[src/rtl/tdc_readout_serializer.sv]
// Readout serializer: captures the event count when the measurement window closes
// and shifts it MSB-first over a frame/sclk/sdata link, flagging dropped results.
module tdc_readout_serializer #(
    parameter int unsigned COUNTER_BITS = 8,
    parameter int unsigned BIT_CYCLES   = 4
) (
    input  logic                    clk,
    input  logic                    rst,
    input  logic                    running,
    input  logic [COUNTER_BITS-1:0] count_in,
    input  logic                    clr_overrun,
    output logic                    frame_out,
    output logic                    sclk_out,
    output logic                    sdata_out,
    output logic                    busy,
    output logic                    done,
    output logic                    overrun
);

    localparam int unsigned BIT_W = $clog2(COUNTER_BITS);
    localparam int unsigned CYC_W = $clog2(BIT_CYCLES);
    localparam logic [BIT_W-1:0] BIT_LAST = BIT_W'(COUNTER_BITS - 1);
    localparam logic [CYC_W-1:0] CYC_LAST = CYC_W'(BIT_CYCLES - 1);
    localparam logic [CYC_W-1:0] CYC_HALF = CYC_W'(BIT_CYCLES / 2);

    typedef enum logic [1:0] {IDLE = 2'd0, SHIFT = 2'd1, DONE = 2'd2} state_t;

    state_t                  state_q, state_d;
    logic                    running_q;
    logic [COUNTER_BITS-1:0] shift_q, shift_d;
    logic [BIT_W-1:0]        bit_q, bit_d;
    logic [CYC_W-1:0]        cyc_q, cyc_d;
    logic                    overrun_q, overrun_d;
    logic                    fall;

    always_ff @(posedge clk) begin
        if (rst) begin
            state_q   <= IDLE;
            running_q <= 1'b0;
            shift_q   <= '0;
            bit_q     <= '0;
            cyc_q     <= '0;
            overrun_q <= 1'b0;
        end else begin
            state_q   <= state_d;
            running_q <= running;
            shift_q   <= shift_d;
            bit_q     <= bit_d;
            cyc_q     <= cyc_d;
            overrun_q <= overrun_d;
        end
    end

    always_comb begin
        fall      = running_q & ~running;
        state_d   = state_q;
        shift_d   = shift_q;
        bit_d     = bit_q;
        cyc_d     = cyc_q;
        overrun_d = clr_overrun ? 1'b0 : overrun_q;
        frame_out = 1'b0;
        sclk_out  = 1'b0;
        sdata_out = 1'b0;
        busy      = 1'b0;
        done      = 1'b0;
        case (state_q)
            IDLE: begin
                if (fall) begin
                    shift_d = count_in;
                    bit_d   = '0;
                    cyc_d   = '0;
                    state_d = SHIFT;
                end
            end
            SHIFT: begin
                frame_out = 1'b1;
                busy      = 1'b1;
                sdata_out = shift_q[COUNTER_BITS-1];
                sclk_out  = (cyc_q >= CYC_HALF);
                // A new result during readout is dropped; setting beats a same-cycle clear.
                if (fall) overrun_d = 1'b1;
                if (cyc_q == CYC_LAST) begin
                    cyc_d   = '0;
                    shift_d = {shift_q[COUNTER_BITS-2:0], 1'b0};
                    bit_d   = bit_q + 1'b1;
                    if (bit_q == BIT_LAST) state_d = DONE;
                end else begin
                    cyc_d = cyc_q + 1'b1;
                end
            end
            DONE: begin
                done = 1'b1;
                if (fall) begin
                    shift_d = count_in;
                    bit_d   = '0;
                    cyc_d   = '0;
                    state_d = SHIFT;
                end else begin
                    state_d = IDLE;
                end
            end
            default: state_d = IDLE;
        endcase
    end

    assign overrun = overrun_q;

endmodule

[config.mk]
export PLATFORM = sky130hd
export DESIGN_NAME = tdc_readout_serializer
export DESIGN_NICKNAME = d
export VERILOG_FILES = /design/src/rtl/tdc_readout_serializer.sv
export SDC_FILE = /design/constraint.sdc
export NUM_CORES = 1
export LEC_CHECK = 0
export BUFFER_PORTS_ARGS = -buffer_cell sky130_fd_sc_hd__buf_2
export CAP_MARGIN = 10
export CELL_PAD_IN_SITES_DETAIL_PLACEMENT = 1
export CELL_PAD_IN_SITES_GLOBAL_PLACEMENT = 2
export CORE_MARGIN = 4
export CORE_UTILIZATION = 25
export CTS_BUF_LIST = sky130_fd_sc_hd__clkbuf_4 sky130_fd_sc_hd__clkbuf_8
export DETAILED_ROUTE_END_ITERATION = 8
export GPL_TIMING_DRIVEN = 0
export PLACE_DENSITY_LB_ADDON = 0.1
export SYNTH_ARGS = -nofsm -noshare
export SYNTH_HDL_FRONTEND = slang
export SYNTH_SLANG_ARGS = --single-unit
[constraint.sdc]
create_clock -name clk -period 1.1 [get_ports clk]
set_input_delay 0.055 -clock clk [delete_from_list [all_inputs] [get_ports clk]]
set_output_delay 0.055 -clock clk [all_outputs]
set_load 0.01 [all_outputs]
Word-level counts from Yosys, hierarchy flattened
Cells that the tools add are included.

Reduce and logical (&&, ||, !) cells: 6. $add $sub $neg: 2. Equality and inequality tests: 8. Multipliers: 0. Magnitude comparators: 1. Shift operators: 0. Multiplexer cells: 21. Bitwise operators: 2. Div/mod/pow operators: 0.

Operator list (number): two-way mux 8 bit (2); case mux 8 bit (2 select lines) (1); two-way mux 2 bit (5); two-way mux 1 bit (8); two-way mux 3 bit (2); != test 2 bit, second input constant (3); case mux 2 bit (3 select lines) (1); case mux 3 bit (2 select lines) (1); AND reduction 3 bit (2); equality test 2 bit, second input constant (2); case mux 2 bit (2 select lines) (1); adder 3 x 1 -> 3 bit, second input constant (1); equality test 3 bit, second input constant (1); adder 2 x 1 -> 2 bit, second input constant (1); equality test 2 x 1 -> 1 bit, second input constant (1); greater-or-equal comparator 2 bit, second input constant (1); logical NOT 2 bit (1); != test 2 x 1 -> 1 bit, second input constant (1); AND reduction 2 bit (1); nonzero test 2 bit (1); OR reduction 2 bit (1); AND 1 bit (1); NOT 1 bit (1).

Bits in latches: 0. Output and inout bits: 6. Bits in registers: 17. Memories: 0. Memory bits (read-only): 0. Input port bits: 12. Bits in writable memories: 0.

Depth between registers and ports, before layout
Gate-level depths: netlist of run 1.

Depth in word-level cells: 4. Mapped depth: 5. Depth with buffers taken out: 5.

Worst setup path after synthesis of run 1
Ideal clock, no wire load.

Path type: register to register. Start: register cyc_q[0]. End: register cyc_q[0]. Data required time: 1012 ps. Slack: -76 ps. Setup time: 88 ps. Arrival: 1087 ps. Cell stages (with the launch flop): 4. Clock period less this slack: 1176 ps. Path buffers: 0. Path through: dfxtp_1 > ha_1 > or3_1 > a311oi_2.

Longest elaborated chain between the ends: 3. Elaborated cells on any way between the ends: 4. Classes of those cells: add/sub: 1; eq/ne: 1; mux: 2.

RTL lines: start, declared (line 32) `logic [CYC_W-1:0] cyc_q, cyc_d;`; start signal, assigned (line 49) `cyc_q <= cyc_d;`; adder 2 x 1 -> 2 bit / equality test 2 bit (equally long branches) (line 88, 82); two-way mux 2 bit (*) (line 82) `if (cyc_q == CYC_LAST) begin`; case mux 2 bit (2 select lines) (*) (line 66) `case (state_q)`.

Mark *: on every way between the ends. The rest lies on a longest branch, timed or not. A chain may end at the register's enable or synchronous reset.

Worst setup path in the final report of run 1
Start: register cyc_q[0]. End: output port sclk_out.

Longest elaborated chain between the ends: 2.

RTL lines: greater-or-equal comparator 2 bit (line 79) `sclk_out = (cyc_q >= CYC_HALF);`; two-way mux 1 bit (line 66); end, declared (line 13) `output logic sclk_out,`.

Every way passes these cells.

==> metrics, run 1 <==
Final setup viols=20; Reg area=350.3 sq um; highest metal used=met4; Worst Hold Class=input pin to register; routed length on met1=1034 microns; element type at the critical path end=primary output; count of unique library cells instantiated by Yosys=25; non-filler cells, final=163; HPWL after detailed placement=1497 microns; Worst-Margin Slew=582.9 ps; Max Slew Vio Count=0; detailed-route DRC error count=0; critical path required time=1040 ps; clock buffer depth=2; GRT Util Overall=10.96%; post-route cell area=1160 sq um; Final Util=34.76%; vias in the first global route=754; Tmin final=1247 ps; placed cell areas=1027 sq um; DIE AREA=4486 sq um; status=finished with violations; final worst-path cycle share=113.4%; Layout area overhead=33.38%; drt total wl=2206 microns; Hold Vio Cnt, Final=0; RSZ-0062 raised after global routing=yes; Slowest cell on crit path=dfxtp_4; Setup TNS Final=-1340 ps; H-Tree Depth=1; Startpoint Class=register; post-synthesis net count=105; final net count=134; GPL Wtd Cong=0.6820; largest net degree at the start of global routing=11; Leakage=0.4998 nW; DR WL met2=1068 microns; Die Ht=66.98 microns; initial antenna violation count=0; area of the multi-input gates=513.0 sq um; register area share after synthesis=39.14%; Arr. time, crit path=1190 ps; Setup Skew=5.540 ps; maximum vdd drop=0.3830 mV; drt wl/cell=13.53 microns; pwr dens=989.6 nW/um^2; fmax=801.9 MHz; ANT nets after route=0; met3 WL=66 microns; Overflow after GRT=0; number of placement rows=21; synthesized area=869.6 sq um; Starting Density=26.06%; IO Pins=18; worst relative slew slack=61.14%; overall power=1.148 mW; Post-CTS Hold Fix Bufs=0; clk root buf=clkbuf_4; DR iter-0 viols=18; Clock Pin Slew Worst Setup and Hold Paths=110 ps; Fillers=410; Yosys reg bits=17; Ant. Diodes=0; total CTS buffers=3; core area=3337 sq um; max_cap viols=0; clock sink count=17; post-route setup slack=-147.1 ps; r2r setup slk=-70 ps; violated checks=negative setup slack; Crit Path Max Fanout=4; IO Port Bufs=17; drt pass-1 iters=4; post-DR vias/cell=4.644; clk_lat worst skew=290 ps; dpl cells=152; Die X=66.98 microns; Setup Crit Path Kind=register to primary output; first-pass GRT wire length=3615 microns; yosys warns=0; syn avg cell area=9.771 sq um; share of layout cells above drive strength 1=39.32%; min-delay src=count_in[0]; routed vias=757; CP cell instances=inv_2 > ha_1 > o21a_1 > buf_2; max incr delay on CP=390 ps; Post-Syn Instances=89; Worst Setup SP=cyc_q[0]; Worst R2R Start=state_q[0]; CTS tree=built
-- timing repair --
action	in CTS	in global routing
setup buffers	6	2
pin swaps	11	1
gates resized for setup	8	8
gates cloned	0	1
endpoints found under the setup margin	18	20
-- per-stage QoR --
step | setup slack (ps) | hold WS (ps)
finish | -147.1 | 38.03
global route | -230.1 | 15.91
CTS | -237.7 | 12.77
global placement | -105.7 | 306.9
floorplan | -13.83 | 183.2
detailed placement | -118.7 | 319.8
-- where the power goes --
part	internal, mW	switching (mW)
combinational	0.0835	0.0712
clock	0.135	0.214
sequential	0.630	0.0136
-- metal layers --
metal	vias to the layer above	track usage [%]
met3	5	2.530
met2	13	18.07
met4	0	5.316
met5	-	0
met1	360	13.25
li1	379	-
-- final cells by class --
| cell class | instances | share of cell area (%) |
|---|---|---|
| Clock buffer | 3 | 1.942 |
| Buffer | 5 | 3.884 |
| Clock inverter | 1 | 0.4315 |
| Tap cell | 46 | 4.962 |
| Sequential cell | 17 | 30.21 |
| Timing Repair Buffer | 26 | 14.02 |
| Inverter | 1 | 0.3236 |
| Multi-Input combinational cell | 64 | 44.23 |
-- state kept, by name (all words and copies together), names as in the netlist --
signal,flops
cyc_q,2
overrun,1
shift_q,8
bit_q,3
running_q,1
state_q,2
-- synthesized netlist by cell type --
master	number	area (sq um)
clkbuf_1	2	7.510
or3_1	1	6.260
o21ba_1	1	10.01
or3b_1	2	17.52
mux2i_1	14	140.1
buf_4	2	15.01
a311oi_2	1	15.01
nand2_1	3	11.26
ha_1	4	50.05
or2_0	2	12.51
nand2b_1	4	25.02
nor2b_1	4	25.02
dfxtp_1	17	340.3
inv_1	1	3.750
o22ai_1	7	43.79
buf_2	1	5.000
nor3b_1	1	7.510
and2_1	1	6.260
nand3b_1	2	15.01
nand3_1	7	35.03
nor2_1	1	3.750
a21oi_1	7	35.03
nor2b_2	1	8.760
o21a_1	1	7.510
buf_6	2	22.52
-- worst paths after layout --
| kind | cells after the start | end |
|---|---|---|
| max | 4 | sclk_out |
| min | 3 | shift_q[0] |
| max reg2reg | 6 | shift_q[0] |
| min reg2reg | 2 | bit_q[2] |
-- critical path: cells and delay by family, from the launching register on --
| kind | cells | cell delay [ps] |
|---|---|---|
| DFF | 1 | 390 |
| adders and majority gates | 1 | 180 |
| buffers and inverters | 2 | 170 |
| AOI/OAI and AO/OA | 1 | 160 |
-- placed cells by master, fill, tap and decap left out, drive strengths merged --
cell and n:
mux2i 14, inv 1, nand3b 2, buf 30, dfxtp 17, clkbuf 4, or3 1, a311oi 1
nor3b 1, o21ba 1, nand2 3, or2 2, o22ai 7, nor2b 5, a21oi 7, or3b 2
and2 1, clkinv 1, nand2b 4, nand3 7, o21a 1, ha 4, nor2 1
-- kinds of logic after synthesis --
| kind of cell | share of synthesized area, % |
|---|---|
| DFF | 39.14 |
| and+or+nand+nor | 20.00 |
| AOI/OAI and AO/OA | 12.80 |
| adders and majority gates | 5.756 |
| buffers and inverters | 6.186 |
| muxes | 16.11 |
Note: power is estimated with default switching activity, not from simulation.
==> run 2, diff against run 1 <==
--- a/config.mk
+++ b/config.mk
@@ -13,6 +13,7 @@
 export CORE_UTILIZATION = 25
 export CTS_BUF_LIST = sky130_fd_sc_hd__clkbuf_4 sky130_fd_sc_hd__clkbuf_8
 export DETAILED_ROUTE_END_ITERATION = 8
+export GPL_ROUTABILITY_DRIVEN = 1
 export GPL_TIMING_DRIVEN = 0
 export PLACE_DENSITY_LB_ADDON = 0.1
 export SYNTH_ARGS = -nofsm -noshare
==> constraint.sdc (replaced) <==
create_clock -name clk -period 1.1 [get_ports clk]
set_input_delay 0.22 -clock clk [delete_from_list [all_inputs] [get_ports clk]]
set_output_delay 0.22 -clock clk [all_outputs]
set_load 0.01 [all_outputs]
==> metrics, run 2 (synthesis results as in run 1) <==
ANT nets after route=0 (unchanged); Crit. path cell count=4 (unchanged); Final setup viols=18 (was 20); Clock Pin Slew Worst Setup and Hold Paths=110 ps (about the same); Slowest cell on crit path=dfxtp_4 (unchanged); Die X=66.98 microns (unchanged); CP cell instances=inv_1 > ha_1 > o21a_1 > buf_2 (was inv_2 > ha_1 > o21a_1 > buf_2); pwr dens=966.6 nW/um^2 (was 989.6 nW/um^2); maximum vdd drop=0.4302 mV (was 0.3830 mV); status=finished with violations (unchanged); Crit Path Max Fanout=2 (was 4); CTS tree=built (unchanged); Hold Vio Cnt, Final=0 (unchanged); GPL Wtd Cong=0.6709 (was 0.6820); Layout area overhead=36.55% (was 33.38%); detailed-route DRC error count=0 (unchanged); drt pass-1 iters=3 (was 4); final net count=131 (was 134); GR met3 Demand/Resource=2.192% (was 2.530%); Arr. time, crit path=1190 ps (about the same); WP buf/inv=2 (unchanged); met1 Use GR=13.14% (was 13.25%); Worst R2R Path Depth=4 (was 6); dpl ws=-136.3 ps (was -118.7 ps); critical path required time=880 ps (was 1040 ps); share of layout cells above drive strength 1=44.74% (was 39.32%); vias in the first global route=743 (was 754); element type at the critical path end=primary output (unchanged); Startpoint Class=register (unchanged); clk root buf=clkbuf_4 (unchanged); first-pass GRT wire length=3463 microns (was 3615 microns); post-route setup slack=-306.7 ps (was -147.1 ps); Fillers=390 (was 410); clk_lat worst skew=290 ps (about the same); worst hold path depth=2 (was 3); RSZ-0062 raised after global routing=yes (unchanged); Max Slew Vio Count=0 (unchanged); core area=3337 sq um (unchanged); DIE AREA=4486 sq um (unchanged); Setup Skew=5.887 ps (was 5.540 ps); total CTS buffers=3 (unchanged); met2 Resource Use GR=17.08% (was 18.07%); post-DR vias/cell=4.575 (was 4.644); drt total wl=2118 microns (was 2206 microns); register name with the most flops=shift_q (unchanged); max reg flops=8 (unchanged); Post-CTS Hold Fix Bufs=0 (unchanged); Leakage=0.4876 nW (was 0.4998 nW); max incr delay on CP=360 ps (was 390 ps); Worst Hold Class=input pin to register (unchanged); IO Pins=18 (unchanged); IO Port Bufs=17 (unchanged); most frequent cells in the layout=mux2i_1, buf_2, dfxtp_1 (was buf_2, mux2i_1, dfxtp_1); Die Ht=66.98 microns (unchanged); CP delay by family, top=flip-flops (unchanged); clock buffer depth=2 (unchanged); initial antenna violation count=0 (unchanged); GRT Util Overall=10.57% (was 10.96%); Setup Crit Path Kind=register to primary output (unchanged); final worst-path cycle share=127.9% (was 113.4%); Overflow after GRT=0 (unchanged); Ant. Diodes=0 (unchanged); fmax=710.9 MHz (was 801.9 MHz); H-Tree Depth=1 (unchanged); worst relative slew slack=56.98% (was 61.14%); routed vias=732 (was 757); Setup TNS Final=-2756 ps (was -1340 ps); Tmin final=1407 ps (was 1247 ps); largest net degree at the start of global routing=11 (unchanged); grt peak-use layer=met2 (unchanged); clock sink count=17 (unchanged); HPWL after detailed placement=1469 microns (was 1497 microns); Starting Density=26.06% (unchanged); biggest regs=shift_q (8), bit_q (3) (unchanged); DR iter-0 viols=14 (was 18); max_cap viols=0 (unchanged); violated checks=negative setup slack (unchanged); Worst-Margin Slew=645.3 ps (was 582.9 ps); drt wl/cell=13.24 microns (was 13.53 microns); number of placement rows=21 (unchanged); dpl cells=152 (unchanged); non-filler cells, final=160 (was 163)
==> run 2: cell types whose count changed in the layout (fill, tap and decap cells not counted), sizes merged <==
cell / previous run / this run
buf: 30 / 27
==> run 2: report_power, final <==
group	internal [mW]	leakage [nW]	switching, mW
registers	0.630	0.140	0.0119
logic	0.0860	0.329	0.0730
clock network	0.135	0.0177	0.211
total	0.851	0.488	0.296
==> run 2: cell type report <==
class	count	area [sq um]	area share, %
Multi-Input combinational cell	64	546.8	46.05
Inverter	1	3.754	0.3161
Buffer	4	33.78	2.845
Clock inverter	1	5.005	0.4215
Clock buffer	3	22.52	1.897
Sequential cell	17	350.3	29.50
Tap cell	46	57.56	4.847
Timing Repair Buffer	24	167.7	14.12
==> run 2: worst reg2reg max path, cell delays in order, from the launching register on <==
cell and delay, ps:
dfxtp_4 360, buf_6 120, ha_4 180, or3_4 360
a311oi_2 180
==> run 2: metal layers <==
| metal | wire (microns) | part of all wire [%] |
|---|---|---|
| met1 | 1047 | 49 |
| met2 | 984 | 46 |
| met3 | 71 | 3.4 |
| met4 | 14 | 0.66 |
| met5 | 0 | 0 |
==> run 2: path summary, 6_finish.rpt <==
check	from	endpoint	slack [ps]
setup reg to reg	cyc_q[0]	cyc_q[0]	-180
hold reg to reg	bit_q[2]	bit_q[2]	470
setup / recovery	cyc_q[0]	sclk_out	-310
hold / removal	running	running_q	170
==> run 2: repair_timing <==
action	4_1_cts	5_1_grt
pin swaps	4	13
resized for setup	11	16
endpoints found under the setup margin	17	20
buffers inserted	4	4
==> run 2: per-stage QoR <==
stage | power [mW] | cell area (sq um) | util, % | hold slack [ps]
finish | 1.148 | 1187 | 35.58 | 174.9
global placement | 0.7887 | 1030 | 30.86 | 461.6
CTS | 1.171 | 1122 | 33.63 | 166.2
detailed placement | 0.7920 | 1030 | 30.86 | 469.0
global route | 1.229 | 1187 | 35.58 | 175.9
floorplan | 0.7435 | 887.1 | - | 348.2
==> run 3, diff against run 2 <==
==> constraint.sdc (replaced) <==
create_clock -name clk -period 1.61 [get_ports clk]
set_input_delay 0.322 -clock clk [delete_from_list [all_inputs] [get_ports clk]]
set_output_delay 0.322 -clock clk [all_outputs]
set_load 0.01 [all_outputs]
==> metrics, run 3 (synthesis results as in run 1) <==
status=finished clean (was finished with violations); routed vias=721 (was 732); DIE AREA=4486 sq um (unchanged); pwr dens=723.6 nW/um^2 (was 966.6 nW/um^2); max_cap viols=0 (unchanged); clock buffer depth=2 (unchanged); Clock Pin Slew Worst Setup and Hold Paths=100 ps (was 110 ps); Layout area overhead=23.31% (was 36.55%); DR iter-0 viols=7 (was 14); max reg flops=8 (unchanged); critical path required time=1290 ps (was 880 ps); biggest regs=shift_q (8), bit_q (3) (unchanged); Setup TNS Final=0 ps (was -2756 ps); share of layout cells above drive strength 1=30.36% (was 44.74%); Tmin final=1530 ps; dpl ws=198.5 ps (was -136.3 ps); worst hold path depth=2 (unchanged); worst relative slew slack=65.30% (was 56.98%); Startpoint Class=register (unchanged); first-pass GRT wire length=3498 microns (was 3463 microns); final net count=129 (was 131); Leakage=0.4668 nW (was 0.4876 nW); most frequent cells in the layout=buf_2, mux2i_1, dfxtp_1 (was mux2i_1, buf_2, dfxtp_1); Die Ht=66.98 microns (unchanged); CP cell instances=inv_1 > ha_1 > o21a_1 > buf_2 (unchanged); CTS tree=built (unchanged); Min Hold Slack=282.8 ps (was 174.9 ps); overall power=0.7759 mW (was 1.148 mW); GRT Util Overall=10.82% (was 10.57%); reg2reg end=bit_q[0] (was cyc_q[0]); initial antenna violation count=0 (unchanged); Final setup viols=0 (was 18); GPL Wtd Cong=0.6504 (was 0.6709); largest net degree at the start of global routing=11 (unchanged); Slowest cell on crit path=dfxtp_2 (was dfxtp_4); Reg area=349.1 sq um (was 350.3 sq um); post-DR vias/cell=4.563 (was 4.575); placed cell areas=1012 sq um (was 1030 sq um); Die X=66.98 microns (unchanged); Ant. Diodes=0 (unchanged); Worst R2R Start=cyc_q[1] (was cyc_q[0]); H-Tree Depth=1 (unchanged); register name with the most flops=shift_q (unchanged); Setup Skew=4.660 ps (was 5.887 ps); commonest non-fill, non-tap cell in the layout=buf_2; element type at the critical path end=primary output (unchanged); Overflow after GRT=0 (unchanged); HPWL after detailed placement=1478 microns (was 1469 microns); clock sink count=17 (unchanged); number of placement rows=21 (unchanged); Worst R2R Path Depth=4 (unchanged); drt pass-1 iters=4 (was 3); area of the multi-input gates=483.0 sq um (was 546.8 sq um); max incr delay on CP=370 ps (was 360 ps); Starting Density=26.06% (unchanged); clk root buf=clkbuf_4 (unchanged); RSZ-0062 raised after global routing=no (was yes); r2r setup slk=230 ps (was -180 ps); Worst Hold Class=input pin to register (unchanged); maximum vdd drop=0.3408 mV (was 0.4302 mV); Worst-Margin Slew=520.5 ps (was 645.3 ps); Worst Setup SP=cyc_q[0] (unchanged); IO Pins=18 (unchanged); clk_lat worst skew=290 ps (about the same); IO Port Bufs=17 (unchanged); core area=3337 sq um (unchanged); ANT nets after route=0 (unchanged); Post-CTS Hold Fix Bufs=0 (unchanged); post-route cell area=1072 sq um (was 1187 sq um); Arr. time, crit path=1210 ps (was 1190 ps); post-route setup slack=80.21 ps (was -306.7 ps); drt total wl=2021 microns (was 2118 microns); Max Slew Vio Count=0 (unchanged); Hold Vio Cnt, Final=0 (unchanged); drt wl/cell=12.79 microns (was 13.24 microns); Fillers=411 (was 390); Crit Path Max Fanout=4 (was 2); fmax=653.7 MHz; total CTS buffers=3 (unchanged); worst setup path end=sclk_out (unchanged); vias in the first global route=746 (was 743); Setup Crit Path Kind=register to primary output (unchanged); detailed-route DRC error count=0 (unchanged); final worst-path cycle share=95.02%
==> run 3: layout make-up <==
class / instances / area share, %
Buffer: 6 / 3.851
Clock buffer: 4 / 2.800
Inverter: 1 / 0.3501
Multi-Input combinational cell: 64 / 45.04
Sequential cell: 17 / 32.56
Tap cell: 46 / 5.368
Timing Repair Buffer: 20 / 10.03
==> run 3: per-stage QoR <==
| stage | std cells | util [%] |
|---|---|---|
| 3_5_place_dp | 152 | 30.33 |
| 6_report | 158 | 32.13 |
| 2_1_floorplan | 89 | - |
| 5_1_grt | 158 | 32.13 |
| 3_3_place_gp | 152 | 30.33 |
| 4_1_cts | 157 | 31.57 |
==> run 3: critical path, delay by kind of cell, from the launching register on <==
family	cells	cell delay, ps
buffers and inverters	2	190
AOI/OAI and AO/OA	1	160
adders and majority gates	1	190
DFF	1	370
==> run 3: power by group <==
| part | internal, mW | total (mW) | switching (mW) |
|---|---|---|---|
| Combinational | 0.0458 | 0.0887 | 0.0429 |
| Sequential | 0.430 | 0.439 | 0.00869 |
| Clock | 0.113 | 0.248 | 0.135 |
==> run 3: what timing repair did <==
item	4_1_cts	5_1_grt
pin swaps	0	0
setup buffers	2	1
gates resized for setup	4	3
endpoints found under the setup margin	4	2
==> run 3: how the worst min path moves through the flow <==
stage / startpoint / to / slack (ps)
after detailed placement: bit_q[2] / bit_q[2] / 470
after global placement: shift_q[0] / shift_q[0] / 460
after CTS: running / running_q / 270
final: running / running_q / 280
after floorplan: shift_q[0] / shift_q[0] / 450
after global routing: count_in[0] / shift_q[0] / 260
==> run 3: layer usage <==
metal,global-route usage (%),up-vias,share of wire (%)
met1,12.75,342,45
met5,0,-,0
li1,-,362,-
met4,4.557,0,1.7
met2,17.33,13,47
met3,4.216,4,5.8
